--- src/rtl/xbar_output_scheduler_if.sv ---
// Request/grant bundle between the input buffers, the output buffers and the
// per-output crossbar scheduler.
interface xbar_output_scheduler_if;
  logic [3:0]      req_valid;
  logic [3:0][1:0] req_port;
  logic [3:0]      ob_ready;
  logic [3:0]      grant;
  logic [3:0][1:0] out_sel;
  logic [3:0]      out_valid;

  modport master (
    output req_valid, req_port, ob_ready,
    input  grant, out_sel, out_valid
  );

  modport slave (
    input  req_valid, req_port, ob_ready,
    output grant, out_sel, out_valid
  );
endinterface

--- src/rtl/xbar_output_scheduler.sv ---
// Per-output round-robin crossbar scheduler with starvation aging and a
// saturating contention counter. Grants are combinational from current state.
module xbar_output_scheduler #(
  parameter int MAX_WAIT = 7,
  parameter int CNT_W    = 16
) (
  input  logic                      clock,
  input  logic                      reset,
  xbar_output_scheduler_if.slave    bus,
  input  logic                      clear_stats,
  output logic [3:0]                starved,
  output logic [CNT_W-1:0]          conflict_cnt
);

  logic [1:0]      ptr      [4];
  logic [3:0]      wait_cnt [4];
  logic [3:0]      starved_r;

  logic [3:0]      grant_c;
  logic [3:0][1:0] sel_c;
  logic [3:0]      valid_c;
  logic            any_conflict;
  logic [3:0]      cand;
  logic [3:0]      cand_st;
  logic [1:0]      win;

  // First set bit of mask, scanning upward from start with wrap.
  function automatic logic [1:0] pick_first(input logic [3:0] mask,
                                            input logic [1:0] start);
    logic       found;
    logic [1:0] idx;
    logic [1:0] sel;
    found = 1'b0;
    sel   = start;
    for (int k = 0; k < 4; k++) begin
      idx = start + 2'(k);
      if (!found && mask[idx]) begin
        found = 1'b1;
        sel   = idx;
      end
    end
    return sel;
  endfunction

  always_comb begin
    for (int i = 0; i < 4; i++) starved_r[i] = (wait_cnt[i] == 4'(MAX_WAIT));
  end

  always_comb begin
    // NOTE: every output of this block gets a default first so no path leaves
    // a variable unassigned, which would otherwise infer a latch.
    grant_c      = '0;
    sel_c        = '0;
    valid_c      = '0;
    any_conflict = 1'b0;
    cand         = '0;
    cand_st      = '0;
    win          = '0;
    for (int o = 0; o < 4; o++) begin
      for (int i = 0; i < 4; i++)
        cand[i] = bus.req_valid[i] && (bus.req_port[i] == 2'(o));
      cand_st = cand & starved_r;
      win = (|cand_st) ? pick_first(cand_st, ptr[o]) : pick_first(cand, ptr[o]);
      // Two or more requesters: clearing the lowest set bit leaves something.
      if ((cand & (cand - 4'd1)) != 4'd0) any_conflict = 1'b1;
      if (bus.ob_ready[o] && (|cand)) begin
        valid_c[o]   = 1'b1;
        sel_c[o]     = win;
        grant_c[win] = 1'b1;
      end
    end
  end

  assign bus.grant     = reset ? 4'd0 : grant_c;
  assign bus.out_sel   = reset ? '0   : sel_c;
  assign bus.out_valid = reset ? 4'd0 : valid_c;
  assign starved       = reset ? 4'd0 : starved_r;

  always_ff @(posedge clock or posedge reset) begin
    if (reset) begin
      for (int i = 0; i < 4; i++) begin
        ptr[i]      <= 2'd0;
        wait_cnt[i] <= 4'd0;
      end
      conflict_cnt <= '0;
    end else begin
      // NOTE: sequential state uses non-blocking assignments so every register
      // samples pre-edge values regardless of statement order.
      for (int o = 0; o < 4; o++)
        if (valid_c[o]) ptr[o] <= sel_c[o] + 2'd1;
      for (int i = 0; i < 4; i++) begin
        if (grant_c[i] || !bus.req_valid[i])    wait_cnt[i] <= 4'd0;
        else if (wait_cnt[i] != 4'(MAX_WAIT))   wait_cnt[i] <= wait_cnt[i] + 4'd1;
      end
      if (clear_stats)                           conflict_cnt <= '0;
      else if (any_conflict && conflict_cnt != '1) conflict_cnt <= conflict_cnt + 1'b1;
    end
  end

endmodule

--- src/flat_wrapper.sv ---
// flat-port wrapper written by rule: the top's interface ports become plain ports
module xbar_output_scheduler_flat 
#(
  parameter int MAX_WAIT = 7,
  parameter int CNT_W    = 16
)
  (clock, reset, clear_stats, starved, conflict_cnt, bus_req_valid, bus_req_port, bus_ob_ready, bus_grant, bus_out_sel, bus_out_valid);
  xbar_output_scheduler_if bus_i ();
  input  logic clock;
  input  logic reset;
  input  logic clear_stats;
  output logic [3:0] starved;
  output logic [CNT_W-1:0] conflict_cnt;
  input wire logic [$bits(bus_i.req_valid)-1:0] bus_req_valid;
  input wire logic [$bits(bus_i.req_port)-1:0] bus_req_port;
  input wire logic [$bits(bus_i.ob_ready)-1:0] bus_ob_ready;
  output wire logic [$bits(bus_i.grant)-1:0] bus_grant;
  output wire logic [$bits(bus_i.out_sel)-1:0] bus_out_sel;
  output wire logic [$bits(bus_i.out_valid)-1:0] bus_out_valid;
  assign bus_i.req_valid = bus_req_valid;
  assign bus_i.req_port = bus_req_port;
  assign bus_i.ob_ready = bus_ob_ready;
  assign bus_grant = bus_i.grant;
  assign bus_out_sel = bus_i.out_sel;
  assign bus_out_valid = bus_i.out_valid;
  xbar_output_scheduler #(.MAX_WAIT(MAX_WAIT), .CNT_W(CNT_W)) u_core (.clock(clock), .reset(reset), .bus(bus_i), .clear_stats(clear_stats), .starved(starved), .conflict_cnt(conflict_cnt));
endmodule
--- config.mk ---
export PLATFORM = sky130hd
export DESIGN_NAME = xbar_output_scheduler_flat
export DESIGN_NICKNAME = d
export VERILOG_FILES = /design/src/rtl/xbar_output_scheduler_if.sv /design/src/rtl/xbar_output_scheduler.sv /design/src/flat_wrapper.sv
export SDC_FILE = /design/constraint.sdc
export NUM_CORES = 1
export LEC_CHECK = 0
export ABC_AREA = 0
export BUFFER_PORTS_ARGS = -buffer_cell sky130_fd_sc_hd__buf_2
export CAP_MARGIN = 10
export CORE_ASPECT_RATIO = 0.8
export CORE_MARGIN = 4
export CORE_UTILIZATION = 60
export CTS_BUF_LIST = sky130_fd_sc_hd__clkbuf_16
export DETAILED_ROUTE_END_ITERATION = 12
export GPL_TIMING_DRIVEN = 0
export PLACE_DENSITY = 0.93
export SLEW_MARGIN = 25
export SYNTH_ARGS = -nofsm -noshare
export SYNTH_HDL_FRONTEND = slang
export SYNTH_SLANG_ARGS = --single-unit
--- constraint.sdc ---
create_clock -name clock -period 5.8 [get_ports clock]
set_clock_uncertainty 0.1 [all_clocks]
set_input_delay 0.29 -clock clock [delete_from_list [all_inputs] [get_ports clock]]
set_output_delay 0.29 -clock clock [all_outputs]
set_load 0.05 [all_outputs]
==> metrics.md, run 1 <==
| Metric | Value |
|---|---|
| Layout area overhead | 12.6% |
| Max-Cap Viols | 0 |
| Tot GR Track Use | 31.9% |
| Synthesized area per cell | 8.11 µm² |
| Setup Fix Bufs, Post-CTS | 0 |
| Core Rows | 26 |
| Via count | 4663 |
| Root Buffer | clkbuf_16 |
| Final HPWL DP | 9.50 mm |
| # IOs | 55 |
| Max H-tree Level | 2 |
| Register area share after synthesis | 23.9% |
| Power Density | 315 nW/µm² |
| Slew HR | 45.9% |
| Internal power | 0.789 mW |
| Met3 Use GR | 7.05% |
| CP Max Fanout | 10 |
| Clock power share | 19.0% |
| Die ar. | 8380 µm² |
| Design Area, Final | 4710 µm² |
| Largest net degree at the start of global routing | 26 |
| Global-route wire length before repair | 21.2 mm |
| Total grt overflow | 0 |
| Final ANT Viol Nets | 0 |
| Status | completed |
| Critical Path RT | 5410 ps |
| Crit path DAT | 3650 ps |
| Fmax | 248 MHz |
| Sequential share of power | 26.9% |
| Worst Tran Pin Value | 805 ps |
| Num CTS Buffers | 5 |
| Sw Share | 46.8% |
| Die width | 101 µm |
| Syn Std Cell Area | 4180 µm² |
| Number of vias per cell | 7.08 |
| Met1 Use GR | 45.3% |
| CP cell instances | ha_1, and3b_1, buf_6, a2111oi_1, o21ai_1, a22oi_4, xor2_1, nor3_1, o31a_1, buf_2 |
| Final-report max-slew violation count | 0 |
| Clock sinks | 40 |
| Core Area | 6570 µm² |
| Sw power | 0.693 mW |
| Gpl congestion | 0.961 |
| RSZ-0062 raised after global routing | no |
| Leak | 2.10 nW |
| Max IR drop VDD | 0.000260 V |
| Clock transition at the registers of the reported paths | 60 ps |
| Vias in the first global route | 4292 |
| Synth top area share | 23.9% |
| Mapped Cells | 516 |
| Initial Util | 63.7% |
| IO buf count | 50 |
| Hold WC Path Type | primary input to register |
| Post-synth EDFFs | 0 |
| FFs w/ async S/R, synth | 100% |
| # DRC | 0 |
| Drt wl/cell | 19.5 µm |
| Post-CTS Hold Buffers | 0 |
| Die H | 82.7 µm |
| Gr busiest metal | met2 |
| Period utilisation layout | 69.6% |
| Final Core Density | 71.7% |
| Comb pwr share | 54.1% |
| Setup violators final | 0 |
| GR met2 Demand/Resource | 48.0% |
| Largest cells by area after synthesis | dfrtp_1 24%, nand2_1 5.3%, xor2_1 3.8%, nor2_1 3.6%, nor3_1 3.1% |
| Diode count | 0 |
| Minimum clock period | 4040 ps |
| Overall Power | 1.48 mW |
| CTS tree | yes |
| Setup TNS | 0 ps |
| Latest clock arrival within the worst-skew pair | 290 ps |
| Initial antenna violation count | 0 |
| Delay-heaviest family, CP | compound AO/OA/AOI/OAI gates |
| DP Area | 4570 µm² |
| Critical-path top delay cell | nor3_1 |
| Synth unique cells | 94 |
| Yosys top cell by area | dfrtp_1 |
| Number of fill cells | 515 |
| Post-CTS sizing | 0 |
| Nets | 598 |
| Ys flop type | dfrtp_1 |
| Setup crit start kind | register |
| Max stage delay on crit path | 680 ps |
| Critical path buffers and inverters | 2 |
| Drt total wl | 12.8 mm |
| Yosys reg bits | 40 |
| TritonRoute pass-1 iters | 6 |
| Crit Path Category | register to output pin |
| Synthesized Nets | 540 |
| Share of layout cells above drive strength 1 | 20.0% |
| Max Buffers Root-to-Sink | 2 |
| Fin. Hold Viols | 0 |
| Hold Slack | 239 ps |
| DRT iter0 DRCs | 534 |
| Warnings, synthesis | 0 |
| Worst Setup End Kind | output pin |
## logic make-up (layout without fill, tap and decap cells)
group	Yosys count	count (layout)	synth area share, %
AND/OR/NAND/NOR	267	267	36.3
AO/OA/AOI/OAI	126	126	24.4
buffers and inverters	43	102	5.47
flip-flops	40	40	23.9
XOR/XNOR	29	29	6.58
multiplexers	6	6	1.79
adder cells (fa/ha/maj)	5	5	1.50
## worst reg2reg max path, delay by kind of cell (launching register included)
kind            cells  cell delay [ps]
simple gates        5             1740
compound gates      2              640
flops               1              390
fa+ha+maj           1              300
## worst paths after layout
kind,slack (ps),end,cells past startpoint,from
worst min register to register,460,u_core.conflict_cnt[13],2,u_core.conflict_cnt[13]
worst max-delay path,1760,bus_grant[0],10,u_core.wait_cnt[4]
max in group asynchronous,4790,u_core.wait_cnt[11],3,reset
worst max register to register,2490,u_core.wait_cnt[0],8,u_core.wait_cnt[0]
worst min-delay path,240,u_core.conflict_cnt[7],2,clear_stats
min in group asynchronous,310,u_core.ptr[5],2,reset
## Yosys cell counts (3+ instances only)
cell type   n
nand3b_1   11
a31oi_1     6
nor3_1     26
a21o_1      6
a22oi_1     6
o221ai_1    3
buf_2      13
xnor2_1     9
a221o_1     4
o31ai_1     3
a21oi_1    16
clkbuf_1   12
dfrtp_1    40
nor4_1     19
and3b_1     8
a32oi_1     6
nor2_1     40
nor3b_1     3
nand2b_1    5
nand3_1    24
ha_1        5
and2_1      4
buf_4       3
and3_1     17
and4_1      3
mux2i_1     3
nand4_1    12
o311ai_0    3
o31a_1      3
xor2_1     18
o211ai_1    8
o21ai_0    13
nor3_2      3
nand2_1    59
o2111ai_1   5
inv_1       8
o22ai_1     9
nor2b_1     5
## metrics by stage
stage                     setup slack (ps)  instances
after floorplan                       1850        516
after global placement                2210        650
after detailed placement              2120        651
after CTS                             1810        659
after global routing                  1570        659
final                                 1760        659
## flip-flops by register name, indices dropped and copies added, names as in the netlist
| name | flops |
|---|---|
| u_core.conflict_cnt | 16 |
| u_core.wait_cnt | 16 |
| u_core.ptr | 8 |
## placed cells by master, fill, tap and decap left out, types with 12 or more instances in the layout
cell and count:
dfrtp_1 40, nand3_1 24, nor3_1 26, nand4_1 12, and3_1 17, nor4_1 19
nand2_1 59, xor2_1 18, buf_2 63, nor2_1 40, clkbuf_1 12, a21oi_1 16
o21ai_0 13
## cell type report
class	instances	area (µm²)	share of cell area, %
flip-flops and latches	40	1000	21.3
clock buffers	5	125	2.66
repair buffers	51	278	5.90
multi-input cells	433	2950	62.7
inverters	8	30.0	0.638
clock inverters	3	18.8	0.399
well taps	84	105	2.23
plain buffers	35	199	4.22
## power groups by stage
stage	Combinational (mW)	Sequential, mW	Clock [mW]
final	0.802	0.399	0.282
after global routing	0.869	0.408	0.291
after CTS	0.782	0.396	0.280
after detailed placement	0.775	0.400	0
after global placement	0.745	0.397	0
after floorplan	0.618	0.390	0
## routing by layer
| metal | share of wire [%] | vias to the layer above |
|---|---|---|
| li1 | - | 2116 |
| met1 | 42 | 2172 |
| met2 | 43 | 328 |
| met3 | 12 | 47 |
| met4 | 3.2 | 0 |
| met5 | 0 | - |
No activity file was read; power rests on OpenSTA's default activity.
==> run 2: changes to the inputs <==
ABC_AREA = 1   (was 0)
CORE_UTILIZATION = 54   (was 60)
PLACE_DENSITY = 0.89   (was 0.93)
clock period = 3.3 ns   (was 5.8 ns; I/O delays follow)
==> run 2 against run 1 <==
Net effect: flip-flop and latch count unchanged; setup slack worse by 1600 ps; count of clock-buffer cells in the layout unchanged; global-route usage down 5.0 points; sequential share of layout area down 1.9 points; hold slack got worse by 220 ps; core utilization shrank 6.2 points; wire length rose by 2.5%; clock power rose by 93%; design area increased by 9.9%; non-clock buffer count decreased by 5; critical path type unchanged; largest cell class unchanged; highest routed layer unchanged.
==> metrics.md, run 2 <==
| Metric | Value |
|---|---|
| Slew HR | 48.7% (was 45.9%) |
| Mux contribution to synthesized area | 1.14% (was 1.79%) |
| Gr busiest metal | met2 (unchanged) |
| Clock transition at the registers of the reported paths | 60 ps (about the same) |
| Die ar. | 9650 µm² (was 8380 µm²) |
| Synth unique cells | 36 (was 94) |
| Final Instance Count excl. Fillers | 933 (was 659) |
| Core Rows | 29 (was 26) |
| Critical-path top delay cell | dfrtp_1 (was nor3_1) |
| Worst Tran Pin Value | 761 ps (was 805 ps) |
| Latest clock arrival within the worst-skew pair | 280 ps (was 290 ps) |
| Most frequent cells in the layout | 241 x nand2_1, 146 x nand3_1, 75 x nor2_1 (was 63 x buf_2, 59 x nand2_1, 40 x nor2_1, 40 x dfrtp_1, 26 x nor3_1) |
| Global-route wire length before repair | 21.0 mm (was 21.2 mm) |
| IO buf count | 50 (unchanged) |
| Max H-tree Level | 2 (unchanged) |
| Layout area overhead | 17.8% (was 12.6%) |
| Met3 Use GR | 4.45% (was 7.05%) |
| Synth Area in Compound Gates | 8.40% (was 24.4%) |
| Synthesized area per cell | 5.79 µm² (was 8.11 µm²) |
| Fmax | 316 MHz |
| Tot GR Track Use | 26.9% (was 31.9%) |
| Initial antenna violation count | 0 (unchanged) |
| Crit Path Category | register to output pin (unchanged) |
| TritonRoute pass-1 iters | 5 (was 6) |
| Number of vias per cell | 5.65 (was 7.08) |
| Via count | 5270 (was 4663) |
| Most used cell, CP | nand2_1 |
| Synthesized Nets | 783 (was 540) |
| Max-Cap Viols | 0 (unchanged) |
| Nets | 848 (was 598) |
| Syn Std Cell Area | 4390 µm² (was 4180 µm²) |
| Max Buffers Root-to-Sink | 2 (unchanged) |
| CP cell instances | ha_2, nand2_1, nor2_4, buf_12, nand3_1, nand3_1, nand2_1, nand2_1, nor2_1, nor2_1, nand2_1, nand2_1, nand2_1, nor2_2, nand2_1, nand2_1, inv_2, a21oi_2, buf_6 (was ha_1, and3b_1, buf_6, a2111oi_1, o21ai_1, a22oi_4, xor2_1, nor3_1, o31a_1, buf_2) |
| Drt total wl | 13.2 mm (was 12.8 mm) |
| Biggest regs | u_core.conflict_cnt x16, u_core.wait_cnt x16, u_core.ptr x8 (unchanged) |
| Commonest non-fill, non-tap cell in the layout | nand2_1 (was buf_2) |
| Largest cells by area after synthesis | dfrtp_1 23%, nand2_1 21%, nand3_1 17%, nor2_1 7.3%, inv_1 5.9% (was dfrtp_1 24%, nand2_1 5.3%, xor2_1 3.8%, nor2_1 3.6%, nor3_1 3.1%) |
| Mapped Cells | 759 (was 516) |
| Register area share after synthesis | 22.8% (was 23.9%) |
| Synthesized-area fraction occupied by adder cells | 1.42% (was 1.50%) |
| Max IR drop VDD | 0.000512 V (was 0.000260 V) |
| Largest net degree at the start of global routing | 30 (was 26) |
| Clock sinks | 40 (unchanged) |
| Dpl cells | 918 (was 651) |
| Leak | 2.81 nW (was 2.10 nW) |
| Main combinational cell family by area after synthesis | simple AND/OR/NAND/NOR gates (unchanged) |
| Worst Setup End Kind | output pin (unchanged) |
| XOR/XNOR Fraction of Synth Area | 3.10% (was 6.58%) |
| Overall Power | 4.16 mW (was 1.48 mW) |
| Root Buffer | clkbuf_16 (unchanged) |
| Met1 Use GR | 38.3% (was 45.3%) |
| Synth top area share | 22.8% (was 23.9%) |
| Die width | 109 µm (was 101 µm) |
| CP Max Fanout | 4 (was 10) |
| Gpl congestion | 0.971 (was 0.961) |
| Post-CTS Hold Buffers | 0 (unchanged) |
| Final HPWL DP | 9.51 mm (was 9.50 mm) |
| Setup TNS | 0 ps (unchanged) |
| Max stage delay on crit path | 390 ps (was 680 ps) |
| Die H | 88.7 µm (was 82.7 µm) |
| Share of layout cells above drive strength 1 | 17.1% (was 20.0%) |
| Setup crit start kind | register (unchanged) |
| Core Area | 7910 µm² (was 6570 µm²) |
| Fin. Hold Viols | 0 (unchanged) |
| Yosys top cell by area | dfrtp_1 (unchanged) |
| Ys flop type | dfrtp_1 (unchanged) |
| # IOs | 55 (unchanged) |
| Hold WC Path Type | primary input to register (unchanged) |
| Power Density | 804 nW/µm² (was 315 nW/µm²) |
| Post-synth top cells | 244 x nand2_1, 146 x nand3_1, 86 x nor2_1 (was 59 x nand2_1, 40 x dfrtp_1, 40 x nor2_1) |
| Initial Util | 55.6% (was 63.7%) |
| DRT iter0 DRCs | 574 (was 534) |
| Total grt overflow | 0 (unchanged) |
| Critical Path RT | 3030 ps (was 5410 ps) |
| Diode count | 0 (unchanged) |
| Post-synth EDFFs | 0 (unchanged) |
| Count leader, synth | nand2_1 (unchanged) |
| Final ANT Viol Nets | 0 (unchanged) |
| Final-report max-slew violation count | 0 (unchanged) |
| CTS tree | yes (unchanged) |
| Status | completed (unchanged) |
| GR met2 Demand/Resource | 42.6% (was 48.0%) |
| FFs w/ async S/R, synth | 100% (unchanged) |
| Minimum clock period | 3160 ps |
| Drt wl/cell | 14.1 µm (was 19.5 µm) |
| Setup violators final | 0 (unchanged) |
| Post-Synth Simple-Gate Area | 53.5% (was 36.3%) |
| Crit path DAT | 2900 ps (was 3650 ps) |
| Num CTS Buffers | 5 (unchanged) |
| Vias in the first global route | 4510 (was 4292) |
| # DRC | 0 (unchanged) |
| Yosys reg bits | 40 (unchanged) |
| Warnings, synthesis | 0 (unchanged) |
| Period utilisation layout | 95.9% |
run 2: critical path: cells and delay by family, from the launching register on:
kind | cells | cell delay (ps)
flops | 1 | 390
compound gates | 1 | 170
buf+inv | 3 | 370
fa+ha+maj | 1 | 220
simple gates | 14 | 1450
run 2: cells by family after synthesis:
kind of cell	Yosys count
buf+inv	96
simple gates	532
fa+ha+maj	5
mux	5
compound gates	68
flops	40
xor+xnor	13
run 2: final timing paths:
path / startpoint / to / slack, ps / depth (start not counted)
max: u_core.wait_cnt[12] / bus_grant[2] / 140 / 19
min: clear_stats / u_core.conflict_cnt[7] / 20 / 2
max reg2reg: u_core.wait_cnt[12] / u_core.wait_cnt[10] / 570 / 16
min reg2reg: u_core.conflict_cnt[6] / u_core.conflict_cnt[6] / 440 / 1
max in group asynchronous: reset / u_core.wait_cnt[14] / 2570 / 4
min in group asynchronous: reset / u_core.ptr[0] / 80 / 3
run 2: through the flow:
| stage | setup WS (ps) | hold WS, ps | cell area [µm²] | utilization (%) |
|---|---|---|---|---|
| after floorplan | 322 | 131 | 4390 | - |
| after global placement | 193 | 299 | 4780 | 60.4 |
| after detailed placement | 149 | 307 | 4800 | 60.7 |
| after CTS | 5.26 | 10.8 | 4980 | 63.0 |
| after global routing | -85.3 | 22.3 | 5170 | 65.4 |
| final | 136 | 15.8 | 5170 | 65.4 |
run 2: cell type report:
class                      instances  area [µm²]
timing repair buffer              58         365
sequential                        40        1000
clock buffer                       5         125
multi-input combinational        623        3080
fill                             733        2740
clock inverter                     3        37.5
tap                              108         135
inverter                          73         274
buffer                            23         158
run 2: power by group:
part           total, mW  leakage, nW  internal, mW  switching (mW)
sequential         0.672        0.535         0.587          0.0857
combinational       2.94         2.20         0.960            1.98
clock              0.545       0.0789         0.351           0.194
total               4.16         2.81          1.90            2.26
run 2: what timing repair did:
item,4_1_cts,5_1_grt
gates resized for setup,5,36
setup endpoints to repair,3,5
pin swaps,0,4
buffers inserted,0,7
run 2: metal layers:
metal | vias to the layer above | share of wire [%] | wire length [µm]
li1 | 2620 | - | -
met1 | 2364 | 44 | 5730
met2 | 260 | 45 | 5980
met3 | 26 | 9.3 | 1220
met4 | 0 | 1.7 | 224
met5 | - | 0 | 0
==> run 3: changes to the inputs <==
CORE_UTILIZATION = 50   (was 54)
PLACE_DENSITY = 0.84   (was 0.89)
==> run 3 against run 2 <==
Net effect: core utilization shrank 4.4 points; design area rose by 0.51%; die area rose by 7.3%; first-iteration DRC count rose by 13%; final cell count increased by 0.64%; maximum frequency rose by 2.3%; wire length rose by 0.99%; sequential power is 1% higher; critical path type unchanged; largest cell class unchanged.
==> metrics.md, run 3 (synthesis gave the netlist of run 2 again) <==
| Metric | Value |
|---|---|
| Period utilisation layout | 93.7% (was 95.9%) |
| Die H | 91.9 µm (was 88.7 µm) |
| Final HPWL DP | 9.80 mm (was 9.51 mm) |
| Diode count | 0 (unchanged) |
| Clock transition at the registers of the reported paths | 60 ps (about the same) |
| CTS tree | yes (unchanged) |
| Commonest non-fill, non-tap cell in the layout | nand2_1 (unchanged) |
| Hold Path Origin | clear_stats (unchanged) |
| Initial antenna violation count | 0 (unchanged) |
| Final ANT Viol Nets | 0 (unchanged) |
| Number of vias per cell | 5.70 (was 5.65) |
| Comb pwr share | 70.2% (was 70.7%) |
| Critical-path top delay cell | dfrtp_1 (unchanged) |
| Worst Setup End Kind | output pin (unchanged) |
| Layout area overhead | 18.4% (was 17.8%) |
| Met3 WL | 1.28 mm (was 1.22 mm) |
| Fmax | 323 MHz (was 316 MHz) |
| DRT iter0 DRCs | 646 (was 574) |
| Largest net degree at the start of global routing | 32 (was 30) |
| Via count | 5354 (was 5270) |
| TritonRoute pass-1 iters | 6 (was 5) |
| Drt total wl | 13.3 mm (was 13.2 mm) |
| Hold Slack | 22.1 ps (was 15.8 ps) |
| Crit Path Category | register to output pin (unchanged) |
| Critical Path RT | 3030 ps (about the same) |
| # IOs | 55 (unchanged) |
| Root Buffer | clkbuf_16 (unchanged) |
| Most frequent cells in the layout | 241 x nand2_1, 142 x nand3_1, 75 x nor2_1 (was 241 x nand2_1, 146 x nand3_1, 75 x nor2_1) |
| Num CTS Buffers | 5 (unchanged) |
| Top layer in use | met4 (unchanged) |
| Minimum clock period | 3090 ps (was 3160 ps) |
| Core Area | 8520 µm² (was 7910 µm²) |
| IO buf count | 50 (unchanged) |
| Power Density | 796 nW/µm² (was 804 nW/µm²) |
| Internal power | 1.90 mW (about the same) |
| Fin. Hold Viols | 0 (unchanged) |
| Multi-input gate area | 3110 µm² (was 3080 µm²) |
| Final Instance Count excl. Fillers | 939 (was 933) |
| Leak | 2.83 nW (was 2.81 nW) |
| Max H-tree Level | 2 (unchanged) |
| Setup crit start kind | register (unchanged) |
| Sequential cell area | 1000 µm² (about the same) |
| Overall Power | 4.14 mW (was 4.16 mW) |
| Die width | 113 µm (was 109 µm) |
| Initial Util | 51.6% (was 55.6%) |
| CP Max Fanout | 5 (was 4) |
| Number of fill cells | 815 (was 733) |
| Gpl congestion | 0.972 (was 0.971) |
| Core Rows | 30 (was 29) |
| Tot GR Track Use | 24.0% (was 26.9%) |
| Clock power share | 13.4% (was 13.1%) |
| Total grt overflow | 0 (unchanged) |
| Wire length on met2 | 5.74 mm (was 5.98 mm) |
| Vias in the first global route | 4385 (was 4510) |
| Dpl cells | 922 (was 918) |
| # DRC | 0 (unchanged) |
| Setup violators final | 0 (unchanged) |
| Max-Cap Viols | 0 (unchanged) |
| Latest clock arrival within the worst-skew pair | 280 ps (about the same) |
| Setup crit start | u_core.wait_cnt[4] (was u_core.wait_cnt[12]) |
| Critical R2R Launch | u_core.wait_cnt[4] (was u_core.wait_cnt[12]) |
| Max stage delay on crit path | 380 ps (was 390 ps) |
| Die ar. | 10400 µm² (was 9650 µm²) |
| Global-route wire length before repair | 20.9 mm (was 21.0 mm) |
| Biggest regs | u_core.conflict_cnt x16, u_core.wait_cnt x16, u_core.ptr x8 (unchanged) |
| Clock sinks | 40 (unchanged) |
| Max Buffers Root-to-Sink | 2 (unchanged) |
| Max IR drop VDD | 0.000476 V (was 0.000512 V) |
| Final-report max-slew violation count | 0 (unchanged) |
| Status | completed (unchanged) |
| Crit path DAT | 2830 ps (was 2900 ps) |
| Sw Share | 54.1% (was 54.4%) |
| Drt wl/cell | 14.2 µm (was 14.1 µm) |
| Final Core Density | 61.0% (was 65.4%) |
| Worst Tran Pin Value | 790 ps (was 761 ps) |
| Nets | 850 (was 848) |
| Sw power | 2.24 mW (was 2.26 mW) |
| Share of layout cells above drive strength 1 | 18.0% (was 17.1%) |
| CP cell instances | ha_1, nand2_1, nor2_4, buf_6, nand3_1, nand2_1, nand2_1, nand2_2, nand3_1, nand2_1, inv_1, nand3_1, nand3_2, nand2_2, nand2_1, nand2_2, inv_2, a21oi_2, buf_4 (was ha_2, nand2_1, nor2_4, buf_12, nand3_1, nand3_1, nand2_1, nand2_1, nor2_1, nor2_1, nand2_1, nand2_1, nand2_1, nor2_2, nand2_1, nand2_1, inv_2, a21oi_2, buf_6) |
| Most used cell, CP | nand2_1 (unchanged) |
| Sequential share of power | 16.4% (was 16.2%) |
| Slew HR | 47.4% (was 48.7%) |
| M1 WL | 6.05 mm (was 5.73 mm) |
| Hold WC Path Type | primary input to register (unchanged) |
-- run 3: cell types whose count changed in the layout (fill, tap and decap cells not counted), moves of 2 or more --
cell     before  now
buf_6         3    6
nor2_4        7    5
buf_8         2    0
nand3_2       8   12
nand3_1     146  142
nor2_2       14   17
-- run 3: final cells by class --
type	instances	area share, %
repair buffers	59	6.95
inverters	73	5.27
clock buffers	5	2.41
well taps	112	2.69
flip-flops and latches	40	19.3
plain buffers	23	2.89
clock inverters	3	0.818
multi-input cells	624	59.7
-- run 3: final timing paths --
check	slack, ps	cells after the start	end
worst max-delay path	210	19	bus_grant[3]
worst min-delay path	20	2	u_core.conflict_cnt[11]
worst max register to register	630	20	u_core.wait_cnt[13]
worst min register to register	420	1	u_core.conflict_cnt[3]
max in group asynchronous	2410	4	u_core.ptr[3]
min in group asynchronous	230	3	u_core.ptr[2]
-- run 3: per-layer routing --
layer | GRT usage, % | vias up
met3 | 2.64 | 29
li1 | - | 2622
met2 | 36.0 | 279
met5 | 0 | -
met1 | 37.2 | 2424
met4 | 4.20 | 0
-- run 3: power groups by stage --
stage	Combinational, mW	Sequential [mW]	Clock, mW
2_1_floorplan	2.16	0.668	0
5_1_grt	3.23	0.693	0.588
3_5_place_dp	2.68	0.674	0
3_3_place_gp	2.65	0.669	0
4_1_cts	2.70	0.666	0.565
6_report	2.91	0.679	0.554
-- run 3: per-stage QoR --
stage	setup slack, ps	area [µm²]	setup TNS, ps
after global routing	-76.5	5200	-226
after floorplan	322	4390	0
after CTS	9.70	4980	0
after global placement	266	4780	0
after detailed placement	270	4800	0
final	207	5200	0
-- run 3: what timing repair did --
| item | 4_1_cts | 5_1_grt |
|---|---|---|
| cloned | 0 | 2 |
| setup buffers | 0 | 7 |
| hold buffers | 0 | 0 |
| endpoints found under the setup margin | 1 | 5 |
| pin swaps | 0 | 8 |
| gates resized for setup | 1 | 45 |
-- run 3: worst max-delay path, delay by kind of cell (launching register included) --
| family | cells | cell delay, ps |
|---|---|---|
| buffers and inverters | 4 | 480 |
| adders and majority gates | 1 | 170 |
| AOI/OAI and AO/OA | 1 | 120 |
| and+or+nand+nor | 13 | 1390 |
| DFF | 1 | 380 |
